===== config.mk =====
export PLATFORM = sky130hd
export DESIGN_NAME = temperature_monitor_controller
export DESIGN_NICKNAME = d
export VERILOG_FILES = /design/src/rtl/temperature_monitor_controller_pkg.sv /design/src/rtl/temperature_monitor_controller_detector.sv /design/src/rtl/temperature_monitor_controller.sv
export SDC_FILE = /design/constraint.sdc
export NUM_CORES = 1
export LEC_CHECK = 0
export CAP_MARGIN = 20
export CORE_UTILIZATION = 25
export CTS_CLUSTER_DIAMETER = 40
export DETAILED_ROUTE_END_ITERATION = 8
export PLACE_DENSITY_LB_ADDON = 0.2
export SLEW_MARGIN = 5
export SYNTH_ARGS = -nofsm -noshare
export SYNTH_HDL_FRONTEND = slang
export SYNTH_SLANG_ARGS = --single-unit
export TNS_END_PERCENT = 100

===== constraint.sdc =====
create_clock -name clk -period 5.02 [get_ports clk]
set_input_delay 0.502 -clock clk [delete_from_list [all_inputs] [get_ports clk]]
set_output_delay 0.502 -clock clk [all_outputs]
set_load 0.05 [all_outputs]

===== src/rtl/temperature_monitor_controller_pkg.sv =====
// Shared definitions for the temperature monitor controller:
// FSM encoding, parameter defaults, reset config and detector limits.
package temperature_monitor_controller_pkg;

    localparam int DEF_NUM_CH      = 4;
    localparam int DEF_DEBOUNCE    = 3;
    localparam int DEF_SCAN_DIV    = 16;
    localparam int DEF_ACK_TIMEOUT = 15;

    localparam logic [4:0] RST_BASE_TEMP = 5'b10000;
    localparam logic [3:0] RST_TEMP_COEF = 4'b1000;

    // Sensor code 8 is the zero point; coefficient 8 is unity gain (scaled by 1/8).
    localparam logic signed [4:0] SENSOR_MID = 5'sd8;
    localparam logic signed [9:0] LOW_LIMIT  = 10'sd10;
    localparam logic signed [9:0] HIGH_LIMIT = 10'sd22;

    typedef enum logic [2:0] {
        IDLE,
        WAIT,
        REQ,
        EVAL,
        UPDATE
    } ctrlStateT;

endpackage


===== src/rtl/temperature_monitor_controller_detector.sv =====
// Combinational abnormality detector: estimates temperature from a calibrated
// sensor code and flags values outside the normal window.
module temperatureAbnormalityDetector
    import temperature_monitor_controller_pkg::*;
(
    input  logic [4:0] baseTemp,
    input  logic [3:0] tempCoef,
    input  logic [3:0] sensorVal,
    output logic       low,
    output logic       high
);

    logic signed [4:0] offset;
    logic signed [9:0] scaled;
    logic signed [9:0] tempEst;

    // tempEst = base + ((sensor - 8) * coef) / 8, arithmetic shift floors negatives
    always_comb begin
        offset  = $signed({1'b0, sensorVal}) - SENSOR_MID;
        scaled  = 10'(offset) * 10'($signed({1'b0, tempCoef}));
        tempEst = $signed({5'b00000, baseTemp}) + (scaled >>> 3);
        low     = (tempEst < LOW_LIMIT);
        high    = (tempEst > HIGH_LIMIT);
    end

endmodule


===== src/rtl/temperature_monitor_controller.sv =====
// Round-robin temperature scan controller: requests one sample per channel,
// runs it through a shared detector and debounces per-channel alarms.
module temperature_monitor_controller
    import temperature_monitor_controller_pkg::*;
#(
    parameter int NUM_CH      = DEF_NUM_CH,
    parameter int DEBOUNCE    = DEF_DEBOUNCE,
    parameter int SCAN_DIV    = DEF_SCAN_DIV,
    parameter int ACK_TIMEOUT = DEF_ACK_TIMEOUT
)(
    input  logic              clk,
    input  logic              rst,
    input  logic              enable,
    input  logic              cfgWe,
    input  logic [4:0]        cfgBaseTemp,
    input  logic [3:0]        cfgTempCoef,
    output logic              sampleReq,
    output logic [1:0]        sampleCh,
    input  logic              sampleAck,
    input  logic [3:0]        sampleData,
    output logic [NUM_CH-1:0] lowAlarm,
    output logic [NUM_CH-1:0] highAlarm,
    output logic [NUM_CH-1:0] sensorFault,
    input  logic [NUM_CH-1:0] clearAlarm,
    output logic              alarmIrq,
    output logic              busy
);

    localparam int CH_W   = (NUM_CH > 1) ? $clog2(NUM_CH) : 1;
    localparam int DB_W   = $clog2(DEBOUNCE + 1);
    localparam int WAIT_W = $clog2(SCAN_DIV + 1);
    localparam int TO_W   = $clog2(ACK_TIMEOUT + 1);

    localparam logic [CH_W-1:0]   LAST_CH   = CH_W'(NUM_CH - 1);
    localparam logic [DB_W-1:0]   DB_MAX    = DB_W'(DEBOUNCE);
    localparam logic [WAIT_W-1:0] WAIT_LAST = WAIT_W'(SCAN_DIV - 1);
    localparam logic [TO_W-1:0]   TO_LAST   = TO_W'(ACK_TIMEOUT - 1);

    ctrlStateT         state, stateNext;
    logic [CH_W-1:0]   ch;
    logic [WAIT_W-1:0] waitCnt;
    logic [TO_W-1:0]   reqCnt;
    logic              skipSample;
    logic [4:0]        shadowBase, activeBase;
    logic [3:0]        shadowCoef, activeCoef;
    logic [3:0]        sampleReg;
    logic              lowReg, highReg;
    logic              detLow, detHigh;
    logic [DB_W-1:0]   hiCnt [NUM_CH];
    logic [DB_W-1:0]   loCnt [NUM_CH];
    logic [DB_W-1:0]   hiNext, loNext;
    logic [NUM_CH-1:0] setLow, setHigh, setFault;
    logic              ackTimeout, roundStart;

    function automatic logic [DB_W-1:0] satInc(input logic [DB_W-1:0] v);
        return (v >= DB_MAX) ? DB_MAX : v + DB_W'(1);
    endfunction

    assign ackTimeout = (state == REQ) && !sampleAck && (reqCnt == TO_LAST);
    assign roundStart = (state == WAIT) && enable && (waitCnt == WAIT_LAST);

    always_comb begin
        stateNext = state;
        case (state)
            IDLE:    if (enable) stateNext = WAIT;
            WAIT: begin
                if (!enable)         stateNext = IDLE;
                else if (roundStart) stateNext = REQ;
            end
            REQ: begin
                if (sampleAck)       stateNext = EVAL;
                else if (ackTimeout) stateNext = UPDATE;
            end
            EVAL:    stateNext = UPDATE;
            UPDATE: begin
                if (ch != LAST_CH) stateNext = REQ;
                else if (enable)   stateNext = WAIT;
                else               stateNext = IDLE;
            end
            default: stateNext = IDLE;
        endcase
    end

    // High takes precedence when the detector reports both directions.
    always_comb begin
        hiNext   = '0;
        loNext   = '0;
        setLow   = '0;
        setHigh  = '0;
        setFault = '0;
        if (highReg)     hiNext = satInc(hiCnt[ch]);
        else if (lowReg) loNext = satInc(loCnt[ch]);
        if (state == UPDATE && !skipSample) begin
            setHigh[ch] = (hiNext == DB_MAX);
            setLow[ch]  = (loNext == DB_MAX);
        end
        if (ackTimeout) setFault[ch] = 1'b1;
    end

    always_ff @(posedge clk or posedge rst) begin
        if (rst) begin
            state       <= IDLE;
            ch          <= '0;
            waitCnt     <= '0;
            reqCnt      <= '0;
            skipSample  <= 1'b0;
            shadowBase  <= RST_BASE_TEMP;
            shadowCoef  <= RST_TEMP_COEF;
            activeBase  <= RST_BASE_TEMP;
            activeCoef  <= RST_TEMP_COEF;
            lowAlarm    <= '0;
            highAlarm   <= '0;
            sensorFault <= '0;
            for (int i = 0; i < NUM_CH; i++) begin
                hiCnt[i] <= '0;
                loCnt[i] <= '0;
            end
        end else begin
            state   <= stateNext;
            waitCnt <= (state == WAIT && stateNext == WAIT) ? waitCnt + WAIT_W'(1) : '0;
            reqCnt  <= (state == REQ && stateNext == REQ) ? reqCnt + TO_W'(1) : '0;
            if (roundStart)
                ch <= '0;
            else if (state == UPDATE && stateNext == REQ)
                ch <= ch + CH_W'(1);
            if (state == REQ) begin
                if (sampleAck)       skipSample <= 1'b0;
                else if (ackTimeout) skipSample <= 1'b1;
            end
            if (cfgWe) begin
                shadowBase <= cfgBaseTemp;
                shadowCoef <= cfgTempCoef;
            end
            // Active config only changes between rounds.
            if (state == IDLE || roundStart) begin
                activeBase <= shadowBase;
                activeCoef <= shadowCoef;
            end
            if (state == UPDATE && !skipSample) begin
                hiCnt[ch] <= hiNext;
                loCnt[ch] <= loNext;
            end
            lowAlarm    <= (lowAlarm    & ~clearAlarm) | setLow;
            highAlarm   <= (highAlarm   & ~clearAlarm) | setHigh;
            sensorFault <= (sensorFault & ~clearAlarm) | setFault;
        end
    end

    // Sample and detector result registers carry data only, no reset needed.
    always_ff @(posedge clk) begin
        if (state == REQ && sampleAck) sampleReg <= sampleData;
        if (state == EVAL) begin
            lowReg  <= detLow;
            highReg <= detHigh;
        end
    end

    temperatureAbnormalityDetector uDetector (
        .baseTemp  (activeBase),
        .tempCoef  (activeCoef),
        .sensorVal (sampleReg),
        .low       (detLow),
        .high      (detHigh)
    );

    assign sampleReq = (state == REQ);
    assign sampleCh  = 2'(ch);
    assign busy      = (state != IDLE);
    assign alarmIrq  = (|lowAlarm) | (|highAlarm) | (|sensorFault);

endmodule


==> results.md, run 1 <==
- Clk pwr share: a little over a fifth
- Die width: about 130 µm
- Number of synthesized flops with an enable pin: 6
- Area Growth Syn to Fin: 23.0%
- Total core area: ~15,000 µm²
- Ys flop type: dfrtp_1
- Cts repair resizes: 0
- CTS clk-pin slew, worst paths: about 0.05 ns
- Layout Skew: a little over 0.006 ns
- Pleak: approximately 2.1 nW
- H-tree depth: 3
- IO buf count: 38
- Worst IR Drop VDD: around 0.00037 V
- 1st-iter DRT viols: 82
- Vias in the first global route: slightly below 3k
- Setup Fix Bufs, Post-CTS: 0
- Die H: about 130 µm
- Most frequent cell after synthesis: dfrtp_1
- Vias per std cell: roughly 4.4
- # Max-Cap Violations: 0
- CP arrival: 4.70 ns
- Synth Cell Area: around 4000 µm²
- # diodes: 0
- Metal3 WL: approximately 130 µm
- Clock Latency Late Sink: 0.33 ns
- Final Max Slew Viols: 0
- Final period util: 92.2%
- Share of cells above drive strength 1: about 17%
- DR top layer: met4
- Critical path peak fanout: 5
- Vias: ~2.6k
- Async set or reset register ratio after synthesis: slightly above 90%
- WL final: 7910 µm
- PD cells: 584 nW/µm²
- Cells after DPL: 575
- Hold WS: 0.462 ns
- Synth top area share: 36.6%
- ANT nets after route: 0
- Buffer depth of the longest clock path: 2
- Initial antenna violation count: 0
- Dpl hpwl: 6120 µm
- Clock Tree Root: clkbuf_16
- Drt drc: 0
- Status: complete, no violations
- Initial Util: between 20 and 30%
- Die area: 16,100 µm²
- Register area share after synthesis: 43.9%
- Mapped Nets: between 400 and 500
- Worst EP required: 5.09 ns
- Fin. Hold Viols: 0
- TritonCTS Buffers: 9
- Most frequent cells after synthesis: dfrtp_1, inv_1, mux2_2
- Combinational Power Share: 55.6%
- Finished Layout Cells: between 500 and 600
- Yosys top cell by area: dfrtp_1
- Mapped Cells: 350
- Io pins: 39
- Setup Viol. Count Final: 0
- Post-route cell area: around 4800 µm²
- # clock sinks: 67
- Fill cell count: approximately 1.5k
- GRT Overall Usage: between 10 and 15%
- CP Class: flip-flop to flip-flop
- Yosys warns: 0
- CP Launch Type: flip-flop
- M1 wire length: 3810 µm
- First-pass GRT wire length: ~14,000 µm
- Routed wl met2: 3800 µm
- Worst slew pin tran: roughly 1.1 ns
- Worst Slack Setup Final: just under 0.4 ns
- Largest net degree at the start of global routing: 62
- Site row count: 45
- Synth unique cells: 52
- Int Power: 1.67 mW
- Drt wl/cell: around 13 µm
- Final min period: ~4.6 ns
- Switching Fraction: around 40%
- Placed Area: around 4500 µm²
- Net switching power: about 1.1 mW
- Final global-route overflow total: 0
- Total negative slack: 0 ns
- Nets: 460
- Sequential power share: 23.6%
- Mean Syn Cell Area: ~11 µm²
- CTS tree: built
- Yosys reg bits: 67
- Pre-antenna DRT Iters: 4
- Largest cells by area after synthesis: dfrtp_1, mux2_2, ha_1
- Pre-CTS setup slack: 0.380 ns
- Unrepaired setup endpoints after global routing: no
- Crit path capture type: flip-flop
- Hold-fix buffers, CTS: 0
- Max_slew headroom: about 28%
- Max Freq: roughly 0.22 GHz
- Worst min path class: flip-flop to flip-flop
- Placer's final routability congestion estimate: 0.737
-- worst max-delay path, stage by stage (launching register included) --
cell and delay [ns]:
edfxtp_1 0.43, and2_1 0.19, ha_1 0.26, inv_1 0.05, fa_1 0.50, fa_1 0.52, inv_1 0.04, ha_1 0.34
a21oi_1 0.21, o21ai_2 0.12, nand3_1 0.09, nand2_1 0.06, xnor2_1 0.15, ha_1 0.30, nand2_1 0.05, o31ai_1 0.49
o211ai_1 0.23, nor3b_1 0.25, a211oi_1 0.07
-- state kept, by name, indices dropped and copies added, names as in the netlist, 3 cells and up --
| signal | count |
|---|---|
| state | 3 |
| sampleReg | 4 |
| activeBase | 5 |
| loCnt | 8 |
| waitCnt | 5 |
| highAlarm | 4 |
| reqCnt | 4 |
| shadowCoef | 4 |
| hiCnt | 8 |
| lowAlarm | 4 |
| shadowBase | 5 |
| activeCoef | 4 |
| sensorFault | 4 |
-- cell families (layout without fill, tap and decap cells) --
group,count (synthesis),after routing,share of synthesized area (%)
and+or+nand+nor,86,86,11.6
DFF,67,67,43.9
AOI/OAI and AO/OA,52,52,8.70
buffers and inverters,52,105,5.04
adders and majority gates,40,40,15.0
muxes,40,40,12.6
xor gates and xnor gates,13,13,3.11
-- layout make-up --
cell class | instances | area (µm²) | area share [%]
repair buffers | 39 | 388 | 8.09
clock buffers | 12 | 256 | 5.35
flip-flops and latches | 67 | 1710 | 35.7
inverters | 50 | 188 | 3.92
well taps | 188 | 235 | 4.91
clock inverters | 4 | 23.8 | 0.496
multi-input cells | 231 | 1990 | 41.5
-- metrics by stage --
step                power, mW  utilization, %
floorplan                1.92               -
global placement         2.21            29.7
detailed placement       2.23            29.7
CTS                      2.84            31.5
global route             3.09            31.5
finish                   2.80            31.5
-- layer usage --
layer	vias up	global-route usage (%)
met5	-	0
met1	1282	14.0
met2	28	18.1
met3	13	1.56
li1	1304	-
met4	0	6.02
-- power groups by stage --
stage,clock network [mW],registers [mW],logic [mW]
after floorplan,0,0.651,1.27
after global placement,0,0.668,1.55
after detailed placement,0,0.669,1.56
after CTS,0.603,0.660,1.57
after global routing,0.622,0.667,1.81
final,0.582,0.659,1.56
-- worst paths after layout --
check                      depth (start not counted)  slack, ns          to          from
max                                               18       0.39     highReg  sampleReg[1]
min                                                1       0.46  waitCnt[0]    waitCnt[0]
max reg2reg                                       18       0.39     highReg  sampleReg[1]
min reg2reg                                        1       0.46  waitCnt[0]    waitCnt[0]
max in group asynchronous                          3       3.78  waitCnt[4]           rst
min in group asynchronous                          3       0.73    hiCnt[6]           rst
-- placed cells by master (no fill, tap or decap), drive strengths merged, types with 3 or more instances in the layout --
cell type       n
nor3b           4
edfxtp          6
xor2            5
xnor2           8
o21ai          12
ha             29
fa             11
dfrtp          57
nand3           5
nor2b           3
mux4            4
nand2          18
nor4            3
dfstp           4
o22ai           9
clkdlybuf4s50  38
clkbuf         12
mux2           34
and2           11
a21oi          13
nor2           23
nand2b          7
inv            51
No activity file was read; power rests on OpenSTA's default activity.
==> inputs of run 2 (changes only) <==
- CTS_BUF_LIST: unset -> sky130_fd_sc_hd__clkbuf_8 sky130_fd_sc_hd__clkbuf_16
- HOLD_SLACK_MARGIN: unset -> 0.08
==> run 2 against run 1 <==
Effect of this change: power about the same; sequential cell count unchanged; count of clock-buffer cells in the layout fell by 1; utilization unchanged; die area is the same; non-clock buffer count unchanged; final cell count stayed put; critical path depth stayed put; clock power hardly changed; global-route usage stayed put; routed wire length down 0.28%; critical endpoint unchanged; largest power group unchanged.
==> results.md, run 2 (synthesized netlist as in run 1, its figures left out) <==
- Status: complete, no violations
- Finished Layout Cells: 591
- R2R Path Start: sampleReg[1]
- Largest net degree at the start of global routing: 62
- R2r setup slk: about 0.4 ns
- Unrepaired setup endpoints after global routing: no
- # clock sinks: 67
- Worst slew pin tran: 1.01 ns
- Buffer depth of the longest clock path: 2
- Final Max Slew Viols: 0
- Hold-fix buffers, CTS: 0
- Die width: about 130 µm
- Final period util: 92.2%
- Pre-antenna DRT Iters: 4
- Setup Viol. Count Final: 0
- TritonCTS Buffers: 9
- First-pass GRT wire length: about 14,000 µm
- Clock Tree Root: clkbuf_16
- Cells after DPL: ~580
- Cts repair resizes: 0
- H-tree depth: 3
- Buf/Inv on CP: 2
- Area Growth Syn to Fin: 23.0%
- Fin. Hold Viols: 0
- Layout Skew: ~0.0066 ns
- Critical register-to-register path endpoint: highReg
- Final min period: 4.63 ns
- 1st-iter DRT viols: between 80 and 90
- Total negative slack: 0 ns
- # Max-Cap Violations: 0
- # diodes: 0
- Fin util: about a third
- Area of the multi-input gates: roughly 2000 µm²
- Dpl hpwl: around 6100 µm
- Drt wl/cell: 13.4 µm
- PD cells: 583 nW/µm²
- Max_slew headroom: 31.4%
- Final global-route overflow total: 0
- Worst EP required: between 5 and 6 ns
- Most common cell after layout, fill and taps aside: dfrtp_1
- Most used cell, CP: ha_1
- Setup crit end: highReg
- Top flop regs: hiCnt x8, loCnt x8
- Drt drc: 0
- Setup Fix Bufs, Post-CTS: 0
- GRT Overall Usage: 11.0%
- Fill cell count: ~1.5k
- Initial Util: between 20% and 30%
- Vias: 2,628
- Crit path capture type: flip-flop
- CP peak stage delay: 0.52 ns
- Clock Latency Late Sink: around 0.33 ns
- Site row count: 45
- Max Freq: roughly 0.22 GHz
- CP Class: flip-flop to flip-flop
- Total core area: approximately 15,000 µm²
- Crit path from: sampleReg[1]
- Die area: 16,100 µm²
- Nets: between 400 and 500
- Worst R2R Path Depth: 18
- Critical path's slowest cell: fa_1
- Vias per std cell: roughly 4.4
- Placer's final routability congestion estimate: about 0.74
- Io pins: 39
- Die H: about 130 µm
- Commonest cells after routing, fill and taps aside: dfrtp_1, inv_1, clkdlybuf4s50_1
- IO buf count: 38
- CTS tree: built
- Worst IR Drop VDD: 0.000373 V
- CP Launch Type: flip-flop
- FF/Latch Area: 1710 µm²
- Share of cells above drive strength 1: between 10% and 20%
- Worst min path class: flip-flop to flip-flop
- Worst path cell trace: and2_1 -> ha_1 -> inv_1 -> fa_1 -> fa_1 -> inv_1 -> ha_1 -> a21oi_1 -> o21ai_2 -> nand3_1 -> nand2_1 -> xnor2_1 -> ha_1 -> nand2_1 -> o31ai_1 -> o211ai_1 -> nor3b_1 -> a211oi_1
- CTS clk-pin slew, worst paths: 0.05 ns
- Initial antenna violation count: 0
- WL final: 7890 µm
- Critical path peak fanout: 5
- Cell count along the critical path: 18
- CP top delay family: adder cells
- Pleak: around 2.2 nW
- ANT nets after route: 0
- Vias in the first global route: 2,883
- CP arrival: roughly 4.7 ns
==> run 2: cell count changes in the layout (fill, tap and decap cells not counted) <==
cell	before	now
inv_1	49	50
clkbuf_1	1	0
==> run 2: cell type report <==
| cell class | instances | share of cell area, % |
|---|---|---|
| Clock buffer | 11 | 5.27 |
| Clock inverter | 5 | 0.574 |
| Inverter | 50 | 3.92 |
| Multi-Input combinational cell | 231 | 41.5 |
| Sequential cell | 67 | 35.7 |
| Tap cell | 188 | 4.91 |
| Timing Repair Buffer | 39 | 8.09 |
==> run 2: through the flow <==
| stage | cell area (µm²) | hold slack, ns | power [mW] | setup slack, ns |
|---|---|---|---|---|
| after detailed placement | 4510 | 0.457 | 2.23 | 0.380 |
| after global placement | 4510 | 0.451 | 2.21 | 0.425 |
| after CTS | 4790 | 0.464 | 2.83 | 0.371 |
| after floorplan | 3900 | 0.433 | 1.92 | 0.784 |
| after global routing | 4790 | 0.486 | 3.09 | 0.0304 |
| final | 4790 | 0.462 | 2.79 | 0.390 |
==> run 2: power breakdown <==
group | switching (mW) | internal [mW]
clock network | 0.223 | 0.357
logic | 0.865 | 0.690
registers | 0.0402 | 0.619
total | 1.13 | 1.67
==> run 2: worst min-delay path by stage <==
stage	start	cells past startpoint	endpoint
2_1_floorplan	waitCnt[0]	1	waitCnt[0]
3_3_place_gp	waitCnt[0]	1	waitCnt[0]
3_5_place_dp	waitCnt[0]	1	waitCnt[0]
4_1_cts	waitCnt[0]	1	waitCnt[0]
5_1_grt	waitCnt[0]	1	waitCnt[0]
6_report	waitCnt[0]	1	waitCnt[0]
==> run 2: routing by layer <==
| metal | routed length (µm) | vias to the layer above | track usage [%] |
|---|---|---|---|
| li1 | - | 1303 | - |
| met1 | 3790 | 1285 | 14.0 |
| met2 | 3790 | 27 | 18.1 |
| met3 | 129 | 13 | 1.56 |
| met4 | 173 | 0 | 6.02 |
| met5 | 0 | - | 0 |
==> inputs of run 3 (changes only) <==
- CORE_UTILIZATION: 25 -> 57
==> run 3 against run 2 <==
Effect of this change: final area down 4.9%; utilization is 39 points higher; non-clock buffer count unchanged; routed wire length decreased by 7.3%; combinational power about the same; worst setup slack improved by 0.031 ns; worst hold slack improved by 0.0095 ns; critical path type unchanged; largest cell class unchanged; highest routed layer unchanged.
==> results.md, run 3 (synthesized netlist as in run 1, its figures left out) <==
- Largest net degree at the start of global routing: 62
- Vias per std cell: around 5.5
- FF/Latch Area: ~1700 µm²
- Io pins: 39
- Drt wl/cell: ~15 µm
- Pre-antenna DRT Iters: 6
- Buffer depth of the longest clock path: 2
- R2r setup slk: ~0.42 ns
- CTS tree: built
- Worst slew pin tran: 0.979 ns
- Final period util: 91.6%
- Most common cell after layout, fill and taps aside: dfrtp_1
- Total negative slack: 0 ns
- H-tree depth: 3
- Commonest cells after routing, fill and taps aside: dfrtp_1, inv_1, clkdlybuf4s50_1
- Worst min path class: flip-flop to flip-flop
- Clock Tree Root: clkbuf_8
- Hold Path Origin: waitCnt[0]
- CP Class: flip-flop to flip-flop
- Die area: between 7000 and 8000 µm²
- Drt drc: 0
- Top flop regs: hiCnt x8, loCnt x8
- Pleak: ~2.1 nW
- PD cells: 578 nW/µm²
- Fin. Hold Viols: 0
- Initial Util: 60.3%
- GRT Overall Usage: about a quarter
- Worst EP required: around 5.1 ns
- Vias in the first global route: between 2k and 3k
- Total core area: about 6500 µm²
- Nets: between 400 and 500
- Die H: around 85 µm
- R2R Path Start: sampleReg[1]
- Hold WS: between 0.4 and 0.5 ns
- Cts repair resizes: 0
- Dpl hpwl: approximately 5600 µm
- # diodes: 0
- # Max-Cap Violations: 0
- 1st-iter DRT viols: 137
- Unrepaired setup endpoints after global routing: no
- Vias: approximately 2.6k
- Critical path peak fanout: 5
- Worst R2R Path Depth: 18
- TritonCTS Buffers: 9
- Area of the multi-input gates: about 2000 µm²
- Critical register-to-register path endpoint: highReg
- CP arrival: between 4 and 5 ns
- Setup Fix Bufs, Post-CTS: 0
- Clock Latency Late Sink: around 0.34 ns
- CTS clk-pin slew, worst paths: 0.07 ns
- WL final: 7320 µm
- Min-Delay Endpoint: waitCnt[0]
- Area Growth Syn to Fin: 16.9%
- Share of cells above drive strength 1: 16.4%
- Setup Viol. Count Final: 0
- Hold-fix buffers, CTS: 0
- Layout Skew: approximately 0.011 ns
- Final global-route overflow total: 0
- Initial antenna violation count: 0
- Status: complete, no violations
- Die width: 84.7 µm
- # clock sinks: 67
- CP Launch Type: flip-flop
- Max_slew headroom: 33.8%
- ANT nets after route: 0
- Hold path depth: 1
- Final Max Slew Viols: 0
- First-pass GRT wire length: about 13,000 µm
- Fill cell count: between 400 and 500
- Crit path capture type: flip-flop
- Max Freq: between 0.2 and 0.25 GHz
- Placer's final routability congestion estimate: 0.827
- Final min period: 4.60 ns
- IO buf count: 38
- Site row count: 29
- Worst IR Drop VDD: roughly 0.00045 V
run 3: area by class of cell:
cell class                      instances  area share (%)
Tap cell                               77            2.11
Sequential cell                        67            37.6
Clock inverter                          4           0.385
Timing Repair Buffer                   39            8.51
Inverter                               50            4.12
Multi-Input combinational cell        231            43.7
Clock buffer                           12            3.63
run 3: worst max-delay path by stage:
stage                  startpoint       to  slack (ns)  cells past startpoint
floorplan           activeCoef[3]   lowReg        0.78                     17
global placement     sampleReg[1]   lowReg        0.53                     18
detailed placement   sampleReg[1]  highReg        0.44                     18
CTS                  sampleReg[1]  highReg        0.41                     18
global route         sampleReg[1]  highReg        0.14                     18
finish               sampleReg[1]  highReg        0.42                     18
run 3: metal layers:
metal	routed length, µm	vias to the layer above	GRT usage [%]	share of wire [%]
met5	0	-	0	0
met4	118	0	9.55	1.6
met1	3180	1304	29.4	44
met2	3770	34	40.1	52
met3	242	10	4.62	3.3
li1	-	1295	-	-
run 3: per-stage QoR:
step	cells	area (µm²)	util (%)	power, mW	setup WS (ns)
6_report	480	4560	70.5	2.63	0.421
4_1_cts	480	4560	70.5	2.64	0.413
3_3_place_gp	464	4370	67.7	2.17	0.532
5_1_grt	480	4560	70.5	2.89	0.135
2_1_floorplan	350	3900	-	1.92	0.784
3_5_place_dp	464	4370	67.7	2.22	0.436
run 3: worst max-delay path: stages, from the launching register on:
cell and delay, ns:
edfxtp_1 0.44, and2_1 0.19, ha_1 0.27, inv_1 0.05, fa_1 0.49, fa_1 0.51, inv_1 0.04, ha_1 0.32
nand4_1 0.12, o21ai_2 0.22, nand3_1 0.10, nand2_1 0.09, xnor2_1 0.09, ha_1 0.31, nand2_1 0.05, o31ai_1 0.51
o211ai_1 0.21, nor3b_1 0.25, a211oi_1 0.09
run 3: power breakdown:
group / total (mW) / switching [mW] / internal, mW / leakage, nW
registers: 0.655 / 0.0373 / 0.618 / 0.846
logic: 1.58 / 0.882 / 0.695 / 1.16
clock network: 0.402 / 0.187 / 0.214 / 0.105
total: 2.63 / 1.11 / 1.53 / 2.11
